===== config.mk =====
export PLATFORM = sky130hd
export DESIGN_NAME = display_scanner
export DESIGN_NICKNAME = d
export VERILOG_FILES = /design/src/rtl/display_scanner.sv
export SDC_FILE = /design/constraint.sdc
export NUM_CORES = 1
export LEC_CHECK = 0
export CORE_UTILIZATION = 52
export CTS_CLUSTER_SIZE = 30
export DETAILED_ROUTE_END_ITERATION = 7
export PLACE_DENSITY_LB_ADDON = 0.05
export SLEW_MARGIN = 20
export SYNTH_ARGS = -nofsm -noshare
export SYNTH_HDL_FRONTEND = slang
export SYNTH_SLANG_ARGS = --single-unit
export TNS_END_PERCENT = 30

===== constraint.sdc =====
create_clock -name clk -period 2.99 [get_ports clk]
set_clock_uncertainty 0.15 [all_clocks]
set_input_delay 0.299 -clock clk [delete_from_list [all_inputs] [get_ports clk]]
set_output_delay 0.299 -clock clk [all_outputs]
set_load 0.02 [all_outputs]

===== src/rtl/display_scanner.sv =====
// Seven-segment scan driver: walks four active-low anodes with a blanking gap at the start
// of each slot. It latches display data through a valid/ready handshake and commits it only
// at frame boundaries, so a frame never shows a mix of old and new data.
module display_scanner #(
   parameter int unsigned DIGIT_PERIOD = 100000,
   parameter int unsigned BLANK_CYCLES = 1000
) (
   input  logic       clk,
   input  logic       rst_n,
   input  logic       display_en,
   input  logic       upd_valid,
   output logic       upd_ready,
   input  logic [5:0] value_in,
   input  logic       negative_in,
   input  logic       is_dec_in,
   output logic [3:0] digit,
   output logic [5:0] display_value,
   output logic       show_negative,
   output logic       is_dec,
   output logic       frame_start
);

   localparam int unsigned CntW = (DIGIT_PERIOD > 1) ? $clog2(DIGIT_PERIOD) : 1;
   localparam logic [CntW-1:0] CntLast  = CntW'(DIGIT_PERIOD - 1);
   localparam logic [CntW-1:0] CntBlank = CntW'(BLANK_CYCLES);

   logic [CntW-1:0] cnt_q, cnt_d;
   logic [1:0]      idx_q, idx_d;
   logic [3:0]      digit_q, digit_d;
   logic            pending_q, pending_d;
   logic [7:0]      shadow_q, shadow_d;    // {value, negative, is_dec}
   logic [7:0]      commit_q, commit_d;
   logic            frame_start_q;
   logic            boundary;
   logic            xfer;

   // Slot counter and digit index; the boundary is the last cycle of slot 3.
   always_comb begin
      cnt_d    = cnt_q;
      idx_d    = idx_q;
      boundary = (idx_q == 2'd3) && (cnt_q == CntLast);
      if (cnt_q == CntLast) begin
         cnt_d = '0;
         idx_d = idx_q + 2'd1;
      end else begin
         cnt_d = cnt_q + CntW'(1);
      end
   end

   // Anode pattern computed from the next counter state so the registered output lines up
   // with cnt/idx in the same cycle.
   always_comb begin
      digit_d = 4'b1111;
      if (display_en && (cnt_d >= CntBlank)) begin
         unique case (idx_d)
            2'd0: digit_d = 4'b1110;
            2'd1: digit_d = 4'b1101;
            2'd2: digit_d = 4'b1011;
            2'd3: digit_d = 4'b0111;
            default: digit_d = 4'b1111;
         endcase
      end
   end

   // Handshake capture and frame-boundary commit. While pending, ready is low so no
   // transfer can collide with the shadow-to-output copy.
   always_comb begin
      xfer      = upd_valid && !pending_q;
      pending_d = pending_q;
      shadow_d  = shadow_q;
      commit_d  = commit_q;
      if (boundary) begin
         if (pending_q) begin
            commit_d  = shadow_q;
            pending_d = 1'b0;
         end else if (xfer) begin
            // Offer on the boundary itself goes straight to the outputs.
            commit_d = {value_in, negative_in, is_dec_in};
         end
      end else if (xfer) begin
         shadow_d  = {value_in, negative_in, is_dec_in};
         pending_d = 1'b1;
      end
   end

   // State registers with asynchronous clear.
   always_ff @(posedge clk or negedge rst_n) begin
      if (!rst_n) begin
         cnt_q         <= '0;
         idx_q         <= 2'd0;
         digit_q       <= 4'b1111;
         pending_q     <= 1'b0;
         shadow_q      <= 8'd0;
         commit_q      <= 8'd0;
         frame_start_q <= 1'b0;
      end else begin
         cnt_q         <= cnt_d;
         idx_q         <= idx_d;
         digit_q       <= digit_d;
         pending_q     <= pending_d;
         shadow_q      <= shadow_d;
         commit_q      <= commit_d;
         frame_start_q <= boundary;
      end
   end

   assign upd_ready     = !pending_q;
   assign digit         = digit_q;
   assign display_value = commit_q[7:2];
   assign show_negative = commit_q[1];
   assign is_dec        = commit_q[0];
   assign frame_start   = frame_start_q;

endmodule


==> summary.txt <==
Place
  • Routability cong.: 0.8713
  • Placed inst area: 0.002308 mm²
  • I/O Buffers: 25
  • Pre-CTS setup slack: 289.5 ps
  • Post-DP HPWL: 2874 µm

STA
  • FMAX: 363.0 MHz
  • Final worst slack: 235.3 ps
  • Tcrit/Tclk final: 0.9213
  • Max-slew violations: 0
  • Max-Slew Margin vs Limit: 0.4096
  • Worst-Margin Slew: 885.6 ps
  • RSZ-0062 raised after global routing: no
  • Setup violations, final: 0
  • Fin. Hold Viols: 37
  • Crit path time final: 2755 ps
  • Fin Setup TNS: 0 ps
  • Hold Slack: -23.38 ps

Detailed routing
  • Final wirelength: 4018 µm
  • Residual DRC: 0
  • Average wire per standard cell: 15.45 µm
  • Initial DRC count: 123
  • Via count: 1532
  • Final ANT Viol Nets: 0
  • Via density: 5.892
  • Pre-antenna DRT Iters: 4

Global routing
  • Initial antenna violation count: 0
  • Gr ovfl total: 0
  • GRT Total Usage: 0.2167
  • Met2 Track Usage GR: 0.3333
  • Vias in the first global route: 1442
  • First-pass GRT wire length: 6969 µm
  • Met3 GRT Util: 0.05458
  • Most Crowded Layer GR: met2
  • Global Route met1 Usage: 0.2950
  • Largest net degree at the start of global routing: 42

CTS
  • Clock slew at reported path FFs: 70 ps
  • CTS resizes: 0
  • Clock insertion delay at the later pin of the skew report: 290 ps
  • H-tree levels: 2
  • CTS Root Cell: clkbuf_8
  • Post-CTS Setup Bufs: 0
  • TritonCTS clock tree: yes
  • # hold bufs at CTS: 0
  • Total CTS buffers: 5
  • Clock sinks: 41
  • Clock buffer depth: 2

Critical path
  • Max incr delay on CP: 430 ps
  • Crit-path leading delay family: simple AND/OR/NAND/NOR gates
  • CP Class: reg -> reg
  • Buffers & Inverters on Critical Path: 0
  • Critical path peak fanout: 7
  • Crit-path slowest cell: dfrtp_1
  • Worst path cell trace: ha_1 -> nand4_1 -> nor4_1 -> xor2_1 -> a2111o_1 -> o31ai_2 -> or3b_1
  • Critical Path Sink Type: register
  • Required @ worst endpoint: 3070 ps
  • Reg2reg setup slack: 240 ps
  • Startpoint class of the critical path: register
  • Arrival time at the worst endpoint: 2840 ps

Die
  • # rows: 22
  • Ports: 26
  • DIE AREA: 0.004231 mm²
  • Starting Density: 0.5521
  • CORE AREA: 0.003744 mm²
  • Die Height: 65.05 µm
  • Die width: 65.05 µm

Synth
  • Largest area contributor in the netlist: dfrtp_1
  • Synthesized cell area: 0.002067 mm²
  • Mux contribution to synthesized area: 0.09262
  • Netlist cell types: 51
  • Fraction of the mapped netlist area in compound gates: 0.07143
  • Syn Nets: 204
  • Synth Area in Adders: 0.01211
  • Synth async-reset ratio: 1.000
  • Top-count cell post-synth: dfrtp_1
  • Seq/Total Area, Yosys: 0.4988
  • Top FF cell, synth: dfrtp_1
  • Number of warnings issued by yosys: 0
  • Top post-synthesis cells by area: dfrtp_1 (45%), dfstp_2 (5.1%), mux2_2 (4.9%), mux2i_1 (4.4%), nand2_1 (3.5%)
  • Avg Inst Size Synth: 10.88 µm²
  • Mapped Cells: 190
  • Simple-gate share of the synthesized area: 0.2270
  • #FFs+latches synth: 41
  • Yosys top cell area share: 0.4479
  • Number of enable-type register cells in the synthesized netlist: 0
  • Largest family of logic cells by synthesized area: simple AND/OR/NAND/NOR gates
  • Post-synthesis xor/xnor area fraction: 0.06356
  • Synth top cells by count: dfrtp_1 (37), nand2_1 (19), nor2_1 (13)

Worst hold path
  • Hold Crit Class: in -> async

Outcome
  • Status: complete, but fails checks
  • Failing checks: negative hold slack

Power and ir drop
  • Maximum VDD drop: 0.3270 mV
  • Leakage: 1.053 nW
  • Power Dens Cells: 439.2 mW/mm²
  • Total Power: 1.065 mW

Finish
  • Final Util: 0.6477
  • Number of nets in the layout: 225
  • Area Overhead vs Synth: 17.31%
  • Design area: 0.002425 mm²
  • Fill count: 319
  • Share of layout cells above drive strength 1: 0.1509
  • N_diodes: 0

Job
  • Max Cap Viol: 0
==> metrics by stage <==
| stage | hold slack, ps | cells |
|---|---|---|
| floorplan | -146.6 | 190 |
| global placement | 308.3 | 252 |
| detailed placement | 323.9 | 252 |
| CTS | 2.548 | 260 |
| global route | 52.62 | 260 |
| finish | -23.38 | 260 |
==> layout make-up <==
type	count	area, µm²	share of cell area
inverter	2	7.507	0.003096
clock inverter	1	30.03	0.01238
multi-input combinational	136	964.7	0.3978
clock buffer	7	86.33	0.03560
timing repair buffer	25	245.2	0.1011
sequential	41	1031	0.4252
tap	48	60.06	0.02477
==> logic make-up (layout without fill, tap and decap cells) <==
group,count (synthesis),count (layout)
flops,41,41
xor+xnor,15,15
buf+inv,13,35
fa+ha+maj,2,2
compound gates,22,22
mux,18,18
simple gates,79,79
==> routing by layer <==
metal	routed length (µm)	vias up
li1	-	732
met1	1807	730
met2	1910	61
met3	226	9
met4	73	0
met5	0	-
==> power breakdown <==
group          total, mW  switching [mW]  internal [mW]  leakage, nW
combinational     0.0403          0.0179         0.0224        0.462
clock              0.456           0.184          0.272       0.0585
sequential         0.568         0.00452          0.564        0.532
total               1.06           0.207          0.858         1.05
==> layout by cell type, fill, tap and decap left out, drive strengths merged, types with 8 or more instances in the layout <==
cell	instances
mux2	9
dfrtp	37
xor2	8
clkdlybuf4s50	24
o21ai	9
nor2	14
mux2i	9
nand2	20
==> state kept, by name, summed over array words and instances (netlist names) <==
register     count
shadow_q         8
commit_q         8
idx_q            2
digit            4
pending_q        1
frame_start      1
cnt_q           17
==> path summary, 6_finish.rpt <==
check / from / endpoint / cells past startpoint
max reg2reg: cnt_q[0] / digit[1] / 7
max in group asynchronous: rst_n / cnt_q[5] / 1
max: cnt_q[0] / digit[1] / 7
min reg2reg: commit_q[1] / commit_q[1] / 2
min: rst_n / cnt_q[4] / 1
min in group clk: commit_q[1] / commit_q[1] / 2
(Power assumes the default switching activity.)
